[src/rtl/ram_byte_sequencer.sv]
// ram_byte_sequencer: splits byte/half/word CPU requests into little-endian 8-bit RAM accesses
// and reassembles load bytes into a sign/zero-extended 32-bit response.
module ram_byte_sequencer #(
    parameter int RD_LATENCY = 2,
    parameter int MEM_BYTES  = 1536
) (
    input  logic        CLK_c,
    input  logic        RESET_N_c,
    input  logic        req_valid,
    output logic        req_ready,
    input  logic        req_we,
    input  logic [10:0] req_addr,
    input  logic [1:0]  req_size,
    input  logic        req_unsigned,
    input  logic [31:0] req_wdata,
    output logic        resp_valid,
    output logic        resp_err,
    output logic [31:0] resp_rdata,
    output logic        RE_c,
    output logic [10:0] RADDR_c,
    output logic        WE_c,
    output logic [10:0] WADDR_c,
    output logic [7:0]  WDATA_c,
    input  logic [7:0]  RDATA_c
);
    typedef enum logic [1:0] {IDLE, ISSUE, DRAIN, RESP} state_t;
    state_t                state;
    logic                  we, uns, bad, rd_hit;
    logic [10:0]           addr;
    logic [1:0]            size, cnt, cap, last, req_last, nxt;
    logic [31:0]           wdata, rdata, cap_data, ext_data;
    logic [11:0]           req_end;
    logic [RD_LATENCY-1:0] tag;

    // last byte index is {size[1], |size}: 00->0, 01->1, 10->3
    always_comb begin
        last     = {size[1], |size};
        req_last = {req_size[1], |req_size};
        req_end  = {1'b0, req_addr} + {10'd0, req_last};
        bad      = (req_size == 2'b11) || (req_end >= 12'(MEM_BYTES));
        nxt      = cnt + 2'd1;
        rd_hit   = tag[RD_LATENCY-1];
        cap_data = rdata;
        cap_data[{cap, 3'b000} +: 8] = RDATA_c;
        ext_data = size == 2'b00 ? {{24{~uns & cap_data[7]}}, cap_data[7:0]} :
                   size == 2'b01 ? {{16{~uns & cap_data[15]}}, cap_data[15:0]} : cap_data;
    end

    always_ff @(posedge CLK_c or negedge RESET_N_c) begin
        if (!RESET_N_c) begin
            state      <= IDLE;
            req_ready  <= 1'b1;
            resp_valid <= 1'b0;
            resp_err   <= 1'b0;
            resp_rdata <= '0;
            RE_c       <= 1'b0;
            RADDR_c    <= '0;
            WE_c       <= 1'b0;
            WADDR_c    <= '0;
            WDATA_c    <= '0;
            we         <= 1'b0;
            uns        <= 1'b0;
            addr       <= '0;
            size       <= '0;
            wdata      <= '0;
            cnt        <= '0;
            cap        <= '0;
            rdata      <= '0;
            tag        <= '0;
        end else begin
            tag        <= (tag << 1) | RD_LATENCY'(RE_c);
            resp_valid <= 1'b0;
            resp_err   <= 1'b0;
            resp_rdata <= '0;
            RE_c       <= 1'b0;
            RADDR_c    <= '0;
            WE_c       <= 1'b0;
            WADDR_c    <= '0;
            WDATA_c    <= '0;
            if (rd_hit) begin
                rdata <= cap_data;
                cap   <= cap + 2'd1;
            end
            case (state)
                IDLE: if (req_valid) begin
                    we        <= req_we;
                    uns       <= req_unsigned;
                    addr      <= req_addr;
                    size      <= req_size;
                    wdata     <= req_wdata;
                    cnt       <= '0;
                    cap       <= '0;
                    rdata     <= '0;
                    req_ready <= 1'b0;
                    if (bad) begin
                        state      <= RESP;
                        resp_valid <= 1'b1;
                        resp_err   <= 1'b1;
                    end else begin
                        state   <= ISSUE;
                        RADDR_c <= req_addr;
                        RE_c    <= ~req_we;
                        WE_c    <= req_we;
                        WADDR_c <= req_we ? req_addr : '0;
                        WDATA_c <= req_we ? req_wdata[7:0] : '0;
                    end
                end
                ISSUE: if (cnt == last) begin
                    state      <= we ? RESP : DRAIN;
                    resp_valid <= we;
                end else begin
                    cnt     <= nxt;
                    RADDR_c <= addr + {9'd0, nxt};
                    RE_c    <= ~we;
                    WE_c    <= we;
                    WADDR_c <= we ? addr + {9'd0, nxt} : '0;
                    WDATA_c <= we ? wdata[{nxt, 3'b000} +: 8] : '0;
                end
                DRAIN: if (rd_hit && cap == last) begin
                    state      <= RESP;
                    resp_valid <= 1'b1;
                    resp_rdata <= ext_data;
                end
                RESP: begin
                    state     <= IDLE;
                    req_ready <= 1'b1;
                end
                default: state <= IDLE;
            endcase
        end
    end
endmodule

[config.mk]
export PLATFORM = sky130hd
export DESIGN_NAME = ram_byte_sequencer
export DESIGN_NICKNAME = d
export VERILOG_FILES = /design/src/rtl/ram_byte_sequencer.sv
export SDC_FILE = /design/constraint.sdc
export NUM_CORES = 1
export LEC_CHECK = 0
export CAP_MARGIN = 15
export CELL_PAD_IN_SITES_DETAIL_PLACEMENT = 0
export CELL_PAD_IN_SITES_GLOBAL_PLACEMENT = 1
export CORE_AREA = 5 5 126 128
export CTS_CLUSTER_DIAMETER = 80
export CTS_CLUSTER_SIZE = 24
export DETAILED_ROUTE_END_ITERATION = 6
export DIE_AREA = 0 0 131 133
export DONT_BUFFER_PORTS = 1
export PLACE_DENSITY = 0.87
export SLEW_MARGIN = 10
export SYNTH_ARGS = -nofsm -noshare
export SYNTH_HDL_FRONTEND = slang
export SYNTH_SLANG_ARGS = --single-unit
[constraint.sdc]
create_clock -name CLK_c -period 7.15 [get_ports CLK_c]
set_input_delay 1.43 -clock CLK_c [delete_from_list [all_inputs] [get_ports CLK_c]]
set_output_delay 1.43 -clock CLK_c [all_outputs]
set_load 0.1 [all_outputs]
==> tab_implementation.tex <==
\begin{tabular}{lr}
\hline
Metric & Value \\
\hline
\multicolumn{2}{l}{\textbf{Pwr}} \\
\quad Register share of total power & 0.487 \\
\quad Peak supply drop & $\sim$0.26 mV \\
\quad Pwr Density & roughly 480 nW/um\^{}2 \\
\quad Sw Share & 0.447 \\
\quad Lkg Pwr & $\sim$3.6 nW \\
\quad Cell-internal power & 2.05 mW \\
\quad Combinational fraction of design power & 0.277 \\
\quad Clock network power share & 0.236 \\
\quad Switching component of the power & about 1.7 mW \\
\quad Overall power of the completed layout & between 3 and 4 mW \\
\multicolumn{2}{l}{\textbf{Floorplanning}} \\
\quad Number of standard-cell rows in the floorplan & 45 \\
\quad Standard cell core area & approximately 15000 sq um \\
\quad Initial core utilization & 0.483 \\
\quad Die width & 131 microns \\
\quad Num ports & $\sim$130 \\
\quad Die boundary height & approximately 130 microns \\
\quad Floorplan die area & between 15000 and 20000 sq um \\
\multicolumn{2}{l}{\textbf{CTS}} \\
\quad Source-to-sink clock delay at the later pin of the worst-skew pair & between 0.4 and 0.5 ns \\
\quad Clock transition time at the flip-flop clock pins of the worst setup and hold paths & around 0.060 ns \\
\quad TritonCTS clock tree & yes \\
\quad Clock Sinks & 154 \\
\quad Post-CTS resize count & 0 \\
\quad Htree depth & 4 \\
\quad Deepest clock path buffer count & 2 \\
\quad Root cell of the clock tree & sky130\_fd\_sc\_hd\_\_clkbuf\_16 \\
\quad Number of CTS-inserted buffers & 17 \\
\quad CTS Hold Bufs & 0 \\
\quad Setup repair bufs after CTS & 0 \\
\multicolumn{2}{l}{\textbf{Timing}} \\
\quad TNS Setup & 0 ns \\
\quad Worst slew margin & 0.286 \\
\quad Setup-violating endpoint count in the final report & 0 \\
\quad Fin crit share & 0.439 \\
\quad Max Slew Vio Count & 0 \\
\quad Fin worst setup slack & 4.01 ns \\
\quad Shortest period the worst path allows & approximately 3.1 ns \\
\quad Achievable Freq & around 320 MHz \\
\quad Max Clock Skew & 0.00711 ns \\
\quad Setup repair after global routing missed its margin & false \\
\quad Least-Margin Pin Slew & between 1 and 1.5 ns \\
\quad Final count of hold timing violations & 0 \\
\multicolumn{2}{l}{\textbf{Hold path}} \\
\quad Type of the tightest min-delay check & reg -> reg \\
\quad Terminating pin of the worst hold path & tag[1]\$\_DFF\_PN0\_ \\
\quad Cell depth of the worst min-delay path & 0 \\
\quad Launch point of the worst hold path & tag[0]\$\_DFF\_PN0\_ \\
\multicolumn{2}{l}{\textbf{Final layout}} \\
\quad P\&R area growth vs syn & 9.20\% \\
\quad Inserted Diodes & 0 \\
\quad Layout fillers & 1322 \\
\quad Post-layout net count & roughly 760 \\
\quad Area of the multi-input gates & roughly 2900 sq um \\
\quad Seq. cell area & a little under 4000 sq um \\
\quad Layout Cells excl Fill & approximately 880 \\
\quad Fraction of final layout cells sized beyond drive strength 1 & 0.109 \\
\multicolumn{2}{l}{\textbf{Critical path}} \\
\quad Top fanout value on the critical path & 29 \\
\quad Worst Setup Path Type & in -> reg \\
\quad Type of destination of the critical path & flop \\
\quad CP arrival & approximately 3.5 ns \\
\quad Kind of start point of the critical path & input pin \\
\quad Required time of the critical path & about 7.5 ns \\
\quad Launch point of the worst reg-to-reg path & cnt[1]\$\_DFFE\_PN0P\_ \\
\quad R2R depth & 6 \\
\quad Slack of the worst reg-to-reg path & approximately 4.5 ns \\
\quad Worst R2R End & WADDR\_c[8]\$\_DFF\_PN0\_ \\
\multicolumn{2}{l}{\textbf{GRT}} \\
\quad GR Util All Layers & 0.199 \\
\quad Met2 Track Usage GR & 0.315 \\
\quad Global-route wire length before repair & between 20000 and 30000 microns \\
\quad Met1 capacity usage during global routing & 0.256 \\
\quad Fraction of met3 tracks used by global routing & 0.0638 \\
\quad Pin count of the biggest net entering global routing & approximately 160 \\
\quad Busiest layer in global routing & met2 \\
\quad Vias in the first global route & 5059 \\
\quad Number of antenna violations at the first check in global routing & 0 \\
\quad Final global-route overflow total & 0 \\
\multicolumn{2}{l}{\textbf{Logic synthesis}} \\
\quad Count of flip-flops with a built-in enable after synthesis & 0 \\
\quad Unique cell type count in the Yosys netlist & 59 \\
\quad Post-synthesis share of cell area spent on xor and xnor gates & 0.0111 \\
\quad Synthesized area per cell & 10.1 sq um \\
\quad Fraction of the yosys area taken by sequential cells & 0.541 \\
\quad Multiplexer area fraction after synthesis & 0.0309 \\
\quad Net count after synthesis & approximately 780 \\
\quad Synthesized-area fraction occupied by ao, oa, aoi and oai cells & 0.168 \\
\quad Flop and latch count out of synthesis & between 150 and 200 \\
\quad Post-synthesis share of cell area spent on and, or, nand and nor gates & 0.165 \\
\quad Number of cells produced by synthesis & 708 \\
\quad Most common flop cell mapped by yosys & sky130\_fd\_sc\_hd\_\_dfrtp\_1 \\
\quad Fraction of the mapped netlist area in adder cells & 0.0284 \\
\quad Fraction of synthesis flops using an asynchronous set or reset pin & 1.00 \\
\quad Cell area after technology mapping & a little over 7000 sq um \\
\quad Dominant combinational cell family by area after synthesis & compound AO/OA/AOI/OAI gates \\
\quad Number of warnings reported in the yosys synthesis log & 0 \\
\multicolumn{2}{l}{\textbf{Routing}} \\
\quad Via density per instance & $\sim$6 \\
\quad Average wire per standard cell & around 19 microns \\
\quad Length of the first detailed-routing pass in iterations & 6 \\
\quad Vias after detailed routing & around 5200 \\
\quad Detail Route Antenna Nets & 0 \\
\quad DRC viols & 0 \\
\quad Total detailed-routing wirelength & approximately 17000 microns \\
\quad Initial DRC Count & roughly 570 \\
\multicolumn{2}{l}{\textbf{Job}} \\
\quad Max-capacitance violation count & 0 \\
\multicolumn{2}{l}{\textbf{Place}} \\
\quad IO buf count & 0 \\
\quad Post-detail-place hpwl & 11300 microns \\
\quad Final RePlAce weighted congestion & around 0.81 \\
\quad Pre-CTS setup slack & about 3.6 ns \\
\quad Placed Cells & about 850 \\
\multicolumn{2}{l}{\textbf{Status}} \\
\quad Result of the run & finished, final reports clean \\
\hline
\end{tabular}
[flip-flops by register name, summed over array words and instances, names as in the netlist]
register and cells:
size 2, cap 2, RE_c 1, cnt 2
state 2, WE_c 1, tag 2, addr 11
WDATA_c 8, we 1, resp_err 1, wdata 32
rdata 32, req_ready 1, RADDR_c 11, resp_rdata 32
uns 1, resp_valid 1, WADDR_c 11
[how the worst max path moves through the flow]
stage          cells past startpoint               endpoint   startpoint
2_1_floorplan                      9  RADDR_c[10]$_DFF_PN0_  req_size[0]
3_3_place_gp                       8   WADDR_c[9]$_DFF_PN0_  req_size[0]
3_5_place_dp                       8   WADDR_c[1]$_DFF_PN0_  req_size[0]
4_1_cts                            8   WADDR_c[1]$_DFF_PN0_  req_size[0]
5_1_grt                            8   WADDR_c[5]$_DFF_PN0_  req_size[0]
6_report                           8   WADDR_c[1]$_DFF_PN0_  req_size[0]
[worst max-delay path, cell delays in order]
cell,delay [ns]
sky130_fd_sc_hd__or2_2,0.27
sky130_fd_sc_hd__ha_1,0.21
sky130_fd_sc_hd__fa_1,0.41
sky130_fd_sc_hd__nand3b_1,0.10
sky130_fd_sc_hd__mux2i_1,0.11
sky130_fd_sc_hd__a221o_1,0.31
sky130_fd_sc_hd__buf_4,0.27
sky130_fd_sc_hd__o32ai_1,0.34
[cell usage after synthesis, types with 3 or more instances]
cell type | count | share of area
sky130_fd_sc_hd__dfrtp_1 | 153 | 0.54
sky130_fd_sc_hd__nand2_1 | 150 | 0.079
sky130_fd_sc_hd__nor2_1 | 55 | 0.029
sky130_fd_sc_hd__inv_1 | 49 | 0.026
sky130_fd_sc_hd__a22oi_1 | 39 | 0.041
sky130_fd_sc_hd__clkbuf_1 | 34 | 0.018
sky130_fd_sc_hd__nor3_1 | 30 | 0.021
sky130_fd_sc_hd__o21ai_0 | 18 | 0.013
sky130_fd_sc_hd__o221a_2 | 16 | 0.025
sky130_fd_sc_hd__ha_1 | 13 | 0.023
sky130_fd_sc_hd__nand3_1 | 13 | 0.0091
sky130_fd_sc_hd__o31ai_1 | 10 | 0.011
sky130_fd_sc_hd__o32ai_1 | 10 | 0.012
sky130_fd_sc_hd__a221oi_1 | 8 | 0.0098
sky130_fd_sc_hd__buf_2 | 8 | 0.0056
sky130_fd_sc_hd__mux4_2 | 8 | 0.025
sky130_fd_sc_hd__xnor2_1 | 7 | 0.0086
sky130_fd_sc_hd__a21oi_1 | 5 | 0.0035
sky130_fd_sc_hd__buf_1 | 5 | 0.0026
sky130_fd_sc_hd__o32ai_2 | 5 | 0.011
sky130_fd_sc_hd__and2_1 | 4 | 0.0035
sky130_fd_sc_hd__mux2i_1 | 4 | 0.0056
sky130_fd_sc_hd__o31ai_2 | 4 | 0.0070
sky130_fd_sc_hd__a211oi_1 | 3 | 0.0032
sky130_fd_sc_hd__a31oi_1 | 3 | 0.0026
sky130_fd_sc_hd__a32o_1 | 3 | 0.0042
sky130_fd_sc_hd__nand4_1 | 3 | 0.0026
sky130_fd_sc_hd__nor4_1 | 3 | 0.0026
sky130_fd_sc_hd__o211ai_1 | 3 | 0.0032
sky130_fd_sc_hd__o21a_1 | 3 | 0.0032
[cells by family after synthesis]
kind of cell / after synthesis
AND/OR/NAND/NOR: 274
flip-flops: 154
AO/OA/AOI/OAI: 145
buffers and inverters: 99
adder cells (fa/ha/maj): 15
multiplexers: 12
XOR/XNOR: 9
[metal layers]
layer	routed length, microns	part of all wire
met1	6930	0.41
met2	8150	0.48
met3	1440	0.085
met4	396	0.023
met5	0	0
[metrics by stage]
stage | hold WS (ns) | utilization | cell area, sq um
after floorplan | 0.331 | - | 7130
after global placement | 0.336 | 0.488 | 7190
after detailed placement | 0.338 | 0.488 | 7190
after CTS | 0.345 | 0.527 | 7780
after global routing | 0.360 | 0.528 | 7780
final | 0.344 | 0.528 | 7780
[layout make-up]
cell class	instances	area share
inverters	50	0.0241
repair buffers	5	0.00482
multi-input cells	455	0.371
clock inverters	12	0.0148
flip-flops and latches	154	0.495
clock buffers	20	0.0600
well taps	188	0.0302
[cells in the final DEF (no fill, tap or decap), types with 4 or more instances in the layout]
cell type,instances
sky130_fd_sc_hd__dfrtp_1,153
sky130_fd_sc_hd__nand2_1,149
sky130_fd_sc_hd__nor2_1,55
sky130_fd_sc_hd__inv_1,49
sky130_fd_sc_hd__a22oi_1,39
sky130_fd_sc_hd__nor3_1,30
sky130_fd_sc_hd__o21ai_0,18
sky130_fd_sc_hd__clkbuf_16,17
sky130_fd_sc_hd__o221a_2,16
sky130_fd_sc_hd__nand3_1,13
sky130_fd_sc_hd__ha_1,13
sky130_fd_sc_hd__o32ai_1,10
sky130_fd_sc_hd__o31ai_1,10
sky130_fd_sc_hd__mux4_2,8
sky130_fd_sc_hd__a221oi_1,8
sky130_fd_sc_hd__xnor2_1,7
sky130_fd_sc_hd__a21oi_1,5
sky130_fd_sc_hd__o32ai_2,5
sky130_fd_sc_hd__buf_4,5
sky130_fd_sc_hd__mux2i_1,4
sky130_fd_sc_hd__o31ai_2,4
sky130_fd_sc_hd__clkinv_4,4
[power by group through the flow]
stage               Sequential [mW]  Clock [mW]  Combinational (mW)
CTS                            1.80       0.888                1.02
finish                         1.80       0.872                1.03
floorplan                      1.69           0               0.886
global route                   1.84       0.929                1.15
global placement               1.81           0               0.980
detailed placement             1.81           0                1.02
(Power assumes the default switching activity.)
